[src/rtl/shared_reg_arbiter.sv]
// Round-robin owner arbitration for a single shared WIDTH-bit register.
// Optional hold limit on a grant: define SRA_HOLD_TIMEOUT_EN.
module shared_reg_arbiter #(
    parameter int NREQ     = 4,
    parameter int WIDTH    = 8,
    parameter int MAX_HOLD = 8,
    localparam int OWNER_W = $clog2(NREQ)
) (
    input  logic                    clk,
    input  logic                    rst_n,
    input  logic [NREQ-1:0]         req,
    input  logic [NREQ-1:0]         wr_en,
    input  logic [NREQ*WIDTH-1:0]   wdata,
    output logic [NREQ-1:0]         gnt,
    output logic [WIDTH-1:0]        q,
    output logic                    q_valid,
    output logic [OWNER_W-1:0]      q_owner,
    output logic                    timeout
);

    typedef enum logic {
        IDLE  = 1'b0,
        GRANT = 1'b1
    } state_t;

    state_t                 state_q, state_d;
    logic [NREQ-1:0]        gnt_q, gnt_d;
    logic [OWNER_W-1:0]     owner_q, owner_d;
    logic [OWNER_W-1:0]     ptr_q, ptr_d;
    logic [WIDTH-1:0]       q_q, q_d;
    logic                   q_valid_q, q_valid_d;
    logic [OWNER_W-1:0]     q_owner_q, q_owner_d;

    logic [OWNER_W-1:0]     cand_idx [NREQ];
    logic [OWNER_W-1:0]     pick_idx;
    logic [OWNER_W-1:0]     next_ptr;
    logic [WIDTH-1:0]       owner_lane;
    logic                   wr_hit;
    logic                   limit_hit;
    logic                   release_evt;

    // cand_idx[k] is the requester k places after the pointer, wrapping at NREQ.
    generate
        for (genvar gi = 0; gi < NREQ; gi++) begin : g_cand
            logic [OWNER_W:0] sum;
            assign sum = {1'b0, ptr_q} + (OWNER_W+1)'(gi);
            assign cand_idx[gi] = (sum >= (OWNER_W+1)'(NREQ))
                                ? OWNER_W'(sum - (OWNER_W+1)'(NREQ))
                                : sum[OWNER_W-1:0];
        end
    endgenerate

    always_comb begin
        pick_idx = cand_idx[0];
        for (int k = NREQ - 1; k >= 0; k--) begin
            if (req[cand_idx[k]]) begin
                pick_idx = cand_idx[k];
            end
        end
    end

    assign owner_lane  = wdata[owner_q*WIDTH +: WIDTH];
    assign wr_hit      = |(gnt_q & wr_en);
    assign next_ptr    = (owner_q == OWNER_W'(NREQ - 1)) ? '0 : owner_q + 1'b1;
    assign release_evt = (state_q == GRANT) && (!req[owner_q] || limit_hit);

`ifdef SRA_HOLD_TIMEOUT_EN
    logic [7:0] hold_q, hold_d;
    logic       timeout_q, timeout_d;

    // hold_q counts completed grant cycles beyond the first one.
    assign limit_hit = (state_q == GRANT) && (hold_q == 8'(MAX_HOLD - 1));

    always_comb begin
        hold_d    = hold_q;
        timeout_d = 1'b0;
        if (state_q == IDLE) begin
            hold_d = 8'd0;
        end else if (release_evt) begin
            hold_d    = 8'd0;
            timeout_d = limit_hit && req[owner_q];
        end else begin
            hold_d = hold_q + 8'd1;
        end
    end

    always_ff @(posedge clk or negedge rst_n) begin
        if (!rst_n) begin
            hold_q    <= 8'd0;
            timeout_q <= 1'b0;
        end else begin
            hold_q    <= hold_d;
            timeout_q <= timeout_d;
        end
    end

    assign timeout = timeout_q;
`else
    // MAX_HOLD only matters when the hold limit is compiled in.
    logic unused_max_hold;
    assign unused_max_hold = ^8'(MAX_HOLD);
    assign limit_hit       = 1'b0;
    assign timeout         = 1'b0;
`endif

    always_comb begin
        state_d   = state_q;
        gnt_d     = gnt_q;
        owner_d   = owner_q;
        ptr_d     = ptr_q;
        q_d       = q_q;
        q_valid_d = q_valid_q;
        q_owner_d = q_owner_q;

        // A write lands whenever the lane was granted this cycle, even on release.
        if (wr_hit) begin
            q_d       = owner_lane;
            q_owner_d = owner_q;
            q_valid_d = 1'b1;
        end

        case (state_q)
            IDLE: begin
                if (|req) begin
                    state_d         = GRANT;
                    owner_d         = pick_idx;
                    gnt_d           = '0;
                    gnt_d[pick_idx] = 1'b1;
                end
            end
            GRANT: begin
                if (release_evt) begin
                    state_d = IDLE;
                    gnt_d   = '0;
                    ptr_d   = next_ptr;
                end
            end
            default: begin
                state_d = IDLE;
                gnt_d   = '0;
            end
        endcase
    end

    always_ff @(posedge clk or negedge rst_n) begin
        if (!rst_n) begin
            state_q   <= IDLE;
            gnt_q     <= '0;
            owner_q   <= '0;
            ptr_q     <= '0;
            q_q       <= '0;
            q_valid_q <= 1'b0;
            q_owner_q <= '0;
        end else begin
            state_q   <= state_d;
            gnt_q     <= gnt_d;
            owner_q   <= owner_d;
            ptr_q     <= ptr_d;
            q_q       <= q_d;
            q_valid_q <= q_valid_d;
            q_owner_q <= q_owner_d;
        end
    end

    assign gnt     = gnt_q;
    assign q       = q_q;
    assign q_valid = q_valid_q;
    assign q_owner = q_owner_q;

endmodule

[config.mk]
export PLATFORM = sky130hd
export DESIGN_NAME = shared_reg_arbiter
export DESIGN_NICKNAME = d
export VERILOG_FILES = /design/src/rtl/shared_reg_arbiter.sv
export SDC_FILE = /design/constraint.sdc
export NUM_CORES = 1
export LEC_CHECK = 0
export CAP_MARGIN = 10
export CORE_MARGIN = 3
export CORE_UTILIZATION = 42
export CTS_BUF_LIST = sky130_fd_sc_hd__clkbuf_4 sky130_fd_sc_hd__clkbuf_8 sky130_fd_sc_hd__clkbuf_16
export DETAILED_ROUTE_END_ITERATION = 8
export GPL_TIMING_DRIVEN = 0
export MAX_ROUTING_LAYER = met4
export PLACE_DENSITY = 0.8
export SYNTH_ARGS = -nofsm -noshare
export SYNTH_HDL_FRONTEND = slang
export SYNTH_SLANG_ARGS = --single-unit
[constraint.sdc]
create_clock -name clk -period 2.6 [get_ports clk]
set_input_delay 0.52 -clock clk [delete_from_list [all_inputs] [get_ports clk]]
set_output_delay 0.52 -clock clk [all_outputs]
set_load 0.02 [all_outputs]
==> results of run 1 <==
==> stage by stage <==
stage	utilization	hold WS, ns	std cells	instance area (sq um)
floorplan	-	0.224	88	1120
detailed placement	0.689	0.457	174	1720
global route	0.703	0.501	178	1760
finish	0.703	0.477	178	1760
global placement	0.689	0.453	174	1720
CTS	0.703	0.482	178	1760
==> power breakdown <==
part | internal (mW) | switching, mW
clock | 0.0852 | 0.0872
combinational | 0.584 | 0.469
sequential | 0.454 | 0.108
total | 1.12 | 0.665
==> path summary, 6_finish.rpt <==
path / depth (start not counted) / end / start / slack [ns]
worst max-delay path: 5 / ptr_q[1] / req[3] / 0.67
worst min-delay path: 1 / q_valid / q_valid / 0.48
worst max register to register: 3 / q[5] / owner_q[0] / 0.85
worst min register to register: 1 / q_valid / q_valid / 0.48
max in group asynchronous: 1 / owner_q[0] / rst_n / 1.35
min in group asynchronous: 1 / q[7] / rst_n / 0.72
==> Yosys cell counts, drive strengths merged <==
cell type | n | area, sq um
dfrtp | 20 | 500
nand2b | 1 | 13.8
nor2b | 2 | 12.5
o221a | 1 | 11.3
conb | 1 | 3.75
a22oi | 2 | 15.0
nor3 | 1 | 5.00
inv | 3 | 11.3
o31ai | 5 | 37.5
o21ai | 4 | 20.0
a21boi | 1 | 7.51
mux4 | 9 | 203
nand2 | 6 | 22.5
or2 | 1 | 6.26
nand3 | 4 | 20.0
nor2 | 2 | 7.51
a2bb2oi | 1 | 8.76
a21bo | 1 | 10.0
ha | 1 | 12.5
mux2 | 11 | 128
a31oi | 1 | 6.26
o221ai | 1 | 8.76
clkbuf | 3 | 11.3
a21o | 1 | 7.51
a21oi | 2 | 10.0
buf | 3 | 23.8
==> layer usage <==
layer,part of all wire,vias up
li1,-,458
met1,0.43,472
met2,0.47,42
met3,0.090,2
met4,0.0072,0
met5,0,-
==> area by class of cell <==
class / instances / share of cell area
Sequential cell: 20 / 0.285
Timing Repair Buffer: 56 / 0.319
Inverter: 3 / 0.00641
Buffer: 6 / 0.0199
Multi-Input combinational cell: 59 / 0.328
Tap cell: 30 / 0.0214
Clock buffer: 4 / 0.0206
==> logic make-up after synthesis <==
group / Yosys count / synth area share
other: 1 / 0.00334
adders and majority gates: 1 / 0.0111
muxes: 20 / 0.294
buffers and inverters: 9 / 0.0412
DFF: 20 / 0.445
AOI/OAI and AO/OA: 20 / 0.127
and+or+nand+nor: 17 / 0.0779
==> state kept, by name (all words and copies together), names as in the netlist <==
name     count
gnt          4
q_valid      1
state_q      1
ptr_q        2
q            8
owner_q      2
q_owner      2
==> results_dict.tcl, run 1 <==
set metrics [dict create \
    status "finished, final reports clean" \
    grtUsageMet3 0.0423 \
    drt_iter0_drc 28 \
    vdd_drop_max_mv 0.600 \
    place_ws_ns 0.365 \
    via_count 974 \
    placeableCoreArea_sq_um 2500 \
    rows 18 \
    grt_pass1_vias 983 \
    timing.slew.headroom 0.419 \
    die_area_sq_um 3330 \
    min-delay-path-class "register to register" \
    worst_slack_ns 0.666 \
    cts_made_buffers 3 \
    cp-start-kind "input port" \
    worst_pin_slew_ns 0.869 \
    synth_warnings 0 \
    power_density_nw_per_um2 1020 \
    grt_overflow 0 \
    routedWlPerCell_microns 16.4 \
    htree_levels 1 \
    period_needed_ns 1.93 \
    multi_input_area_sq_um 577 \
    worstPathMaxFanout 7 \
    grt_antenna_before_repair 0 \
    cts_tree "yes" \
    required_ns 2.78 \
    mappedNetlistNets 131 \
    portBuffers 56 \
    num-fill-cells 182 \
    die_y_microns 57.7 \
    place_congestion 0.802 \
    crit_buf_inv 2 \
    fin_skew_ns 0.00137 \
    drc_errors 0 \
    num_antenna_cells 0 \
    fin_nets 192 \
    busiest_layer "met2" \
    regArea_sq_um 500 \
    slowest_stage "mux4_2" \
    rsz0062_at_grt "no" \
    place_hpwl_microns 2460 \
    grtUsageTotal 0.190 \
    cp-end-kind "register" \
    met2_usage 0.303 \
    holdBufCountCts 0 \
    ys_types 30 \
    grt_pass1_wl_microns 4730 \
    path_clk_slew_ns 0.11 \
    cts_resized 0 \
    io_pins 58 \
    netlist_area_sq_um 1120 \
    min_period_over_period 0.744 \
    final_cell_mix "clkdlybuf4s50_1 (56), dfrtp_1 (20), mux2_2 (10), mux4_2 (9), nand2_1 (6)" \
    p_leak_nw 0.710 \
    first_pass_iters 4 \
    numClockSinks 20 \
    cts_root_buf "clkbuf_4" \
    initial_core_util 0.449 \
    area_growth_pct 56.5 \
    crit_path_max_incr_delay_ns 0.52 \
    via_per_inst 5.47 \
    cp_cell_sequence "clkdlybuf4s50_1 > mux4_2 > nand2b_4 > buf_6 > mux2_4" \
    cts.path.max_buffers 2 \
    synthCells 88 \
    grt_use_met1 0.243 \
    die_w_microns 57.7 \
    cts_setup_buffers 0 \
    clock.fmax_mhz 517 \
    drv_cap 0 \
    finalSetupViolations 0 \
    mostFrequentLayoutCell "clkdlybuf4s50_1" \
    grt_max_degree 21 \
    drv_slew 0 \
    wirelength_microns 2920 \
    total_power_mw 1.79 \
    fin_tns_setup_ns 0 \
    drive_gt1_frac 0.209 \
    path_class "input port to register" \
    syn_avg_cell_area_sq_um 12.8 \
    detail-route-antenna-nets 0 \
    synth-seq-cells 20 \
    hold_viol 0 \
    clock_latency_ns 0.29 \
    arrival_ns 2.12 \
    cp_top_family "multiplexers" \
    seq_area_frac_synth 0.445 \
]
(Power assumes the default switching activity.)
==> run 2: changes to the inputs <==
Settings changed: CORE_UTILIZATION 42 to 39, PLACE_DENSITY 0.8 to 0.75.
Clock period 2.6 ns to 1.8 ns, I/O delays scaled along.
==> run 2 against run 1 <==
Clock skew is 0.0038 ns higher. Critical path type unchanged. Routed wire length is 4.1% lower. Sequential share of layout area is 0.081 points lower. Worst hold slack better by 0.0041 ns. Cell area is 0.28% higher. Critical path depth stayed put. Sequential power is 44% higher. Via count is 1.7% lower. Flip-flop and latch count stayed put. Critical endpoint unchanged. Count of clock-buffer cells in the layout stayed put. Global-route usage is 2.1 points lower.
==> results_dict.tcl, run 2 (synthesis results as in run 1) <==
set metrics [dict create \
    path_clk_slew_ns 0.11 \
    path_class "input port to register" \
    power.share.combinational 0.586 \
    first_pass_iters 4 \
    mostFrequentLayoutCell "clkdlybuf4s50_1" \
    rsz0062_at_grt "no" \
    cts_made_buffers 3 \
    die_area_sq_um 3560 \
    period_needed_ns 1.75 \
    clock_latency_ns 0.29 \
    total_power_mw 2.58 \
    power_density_nw_per_um2 1460 \
    slowest_stage "mux4_2" \
    power.switching_uw 954 \
    area_growth_pct 56.9 \
    num_antenna_cells 0 \
    cts.path.max_buffers 2 \
    vdd_drop_max_mv 0.968 \
    worstPathMaxFanout 7 \
    seq_power_share 0.315 \
    p_leak_nw 0.720 \
    worst_slack_ns 0.0495 \
    crit_path_max_incr_delay_ns 0.51 \
    place_congestion 0.787 \
    status "finished, final reports clean" \
    required_ns 1.99 \
    multi_input_area_sq_um 577 \
    via_per_inst 5.38 \
    grtUsageTotal 0.169 \
    drive_gt1_frac 0.209 \
    final_cell_mix "clkdlybuf4s50_1 (55), dfrtp_1 (20), mux2_2 (10), mux4_2 (9), nand2_1 (6)" \
    arrival_ns 1.94 \
    crit_buf_inv 2 \
    holdBufCountCts 0 \
    wirelength_microns 2800 \
    switching_share 0.370 \
    grt_pass1_vias 973 \
    cp_cell_sequence "clkdlybuf4s50_1 > mux4_2 > nand2b_4 > buf_6 > mux2_4" \
    cp-end-kind "register" \
    drv_slew 0 \
    die_y_microns 59.7 \
    place_hpwl_microns 2320 \
    placeableCoreArea_sq_um 2610 \
    min-delay-path-class "register to register" \
    place_ws_ns -0.283 \
    timing.slew.headroom 0.397 \
    regArea_sq_um 500 \
    via_count 957 \
    p_clk_frac 0.099 \
    detail-route-antenna-nets 0 \
    htree_levels 1 \
    cp_top_family "multiplexers" \
    initial_core_util 0.430 \
    fin_skew_ns 0.00513 \
    grt_overflow 0 \
    clock.fmax_mhz 571 \
    min_period_over_period 0.973 \
    die_w_microns 59.7 \
    grt_max_degree 21 \
    finalSetupViolations 0 \
    numClockSinks 20 \
    rows 18 \
    io_pins 58 \
    drt_iter0_drc 20 \
    cts_tree "yes" \
    portBuffers 56 \
    worst_pin_slew_ns 0.902 \
    grt_pass1_wl_microns 4460 \
    fin_nets 192 \
    grt_antenna_before_repair 0 \
    drc_errors 0 \
    num-fill-cells 220 \
    routedWlPerCell_microns 15.8 \
    cp-start-kind "input port" \
    largest_register_ffs 8 \
    cts_root_buf "clkbuf_4" \
    drv_cap 0 \
    hold_viol 0 \
    p_int_mw 1.63 \
]
[run 2: cell types whose count changed in the layout (fill, tap and decap cells not counted), sizes merged]
| cell | before | now |
|---|---|---|
| buf | 3 | 2 |
| dlymetal6s2s | 0 | 1 |
| clkbuf | 7 | 8 |
| clkdlybuf4s50 | 56 | 55 |
[run 2: layout make-up]
| cell class | instances | area share |
|---|---|---|
| Multi-Input combinational cell | 59 | 0.327 |
| Timing Repair Buffer | 56 | 0.319 |
| Sequential cell | 20 | 0.284 |
| Buffer | 6 | 0.0213 |
| Tap cell | 30 | 0.0213 |
| Clock buffer | 4 | 0.0206 |
| Inverter | 3 | 0.00639 |
[run 2: worst register-to-register path: stages (launching register included)]
cell	delay, ns
dfrtp_1	0.47
mux4_2	0.54
nand2b_4	0.15
buf_6	0.13
mux2_4	0.29
[run 2: worst paths after layout]
kind | start | to | slack, ns | cells after the start
max | req[0] | ptr_q[1] | 0.05 | 5
min | q_valid | q_valid | 0.48 | 1
max reg2reg | owner_q[0] | ptr_q[1] | 0.12 | 4
min reg2reg | q_valid | q_valid | 0.48 | 1
max in group asynchronous | rst_n | q[3] | 0.69 | 1
min in group asynchronous | rst_n | q[2] | 0.56 | 1
[run 2: power by group through the flow]
| stage | Clock (mW) | Combinational [mW] | Sequential, mW |
|---|---|---|---|
| after floorplan | 0 | 0.804 | 0.973 |
| final | 0.257 | 1.51 | 0.812 |
| after global routing | 0.281 | 1.65 | 0.848 |
| after detailed placement | 0 | 1.53 | 0.828 |
| after global placement | 0 | 1.50 | 0.810 |
| after CTS | 0.272 | 1.53 | 0.817 |
[run 2: what timing repair did]
| action | in CTS | in global routing |
|---|---|---|
| hold endpoints to repair | 0 | 0 |
| gates resized for setup | 0 | 2 |
| endpoints found under the setup margin | 0 | 8 |
| buffers inserted | 0 | 0 |
[run 2: metal layers]
| metal | up-vias | track usage | part of all wire |
|---|---|---|---|
| met1 | 462 | 0.211 | 0.42 |
| met4 | 0 | 0.0380 | 0.0032 |
| met3 | 2 | 0.0367 | 0.12 |
| li1 | 451 | - | - |
| met2 | 42 | 0.282 | 0.46 |
| met5 | - | - | 0 |
[run 2: stage by stage]
step / cell area, sq um / utilization / hold WS [ns] / std cells / TNS, ns
floorplan: 1120 / - / 0.0644 / 88 / 0
global placement: 1720 / 0.659 / 0.454 / 174 / -2.33
detailed placement: 1720 / 0.659 / 0.454 / 174 / -2.53
CTS: 1760 / 0.673 / 0.483 / 178 / 0
global route: 1760 / 0.675 / 0.510 / 178 / 0
finish: 1760 / 0.675 / 0.481 / 178 / 0
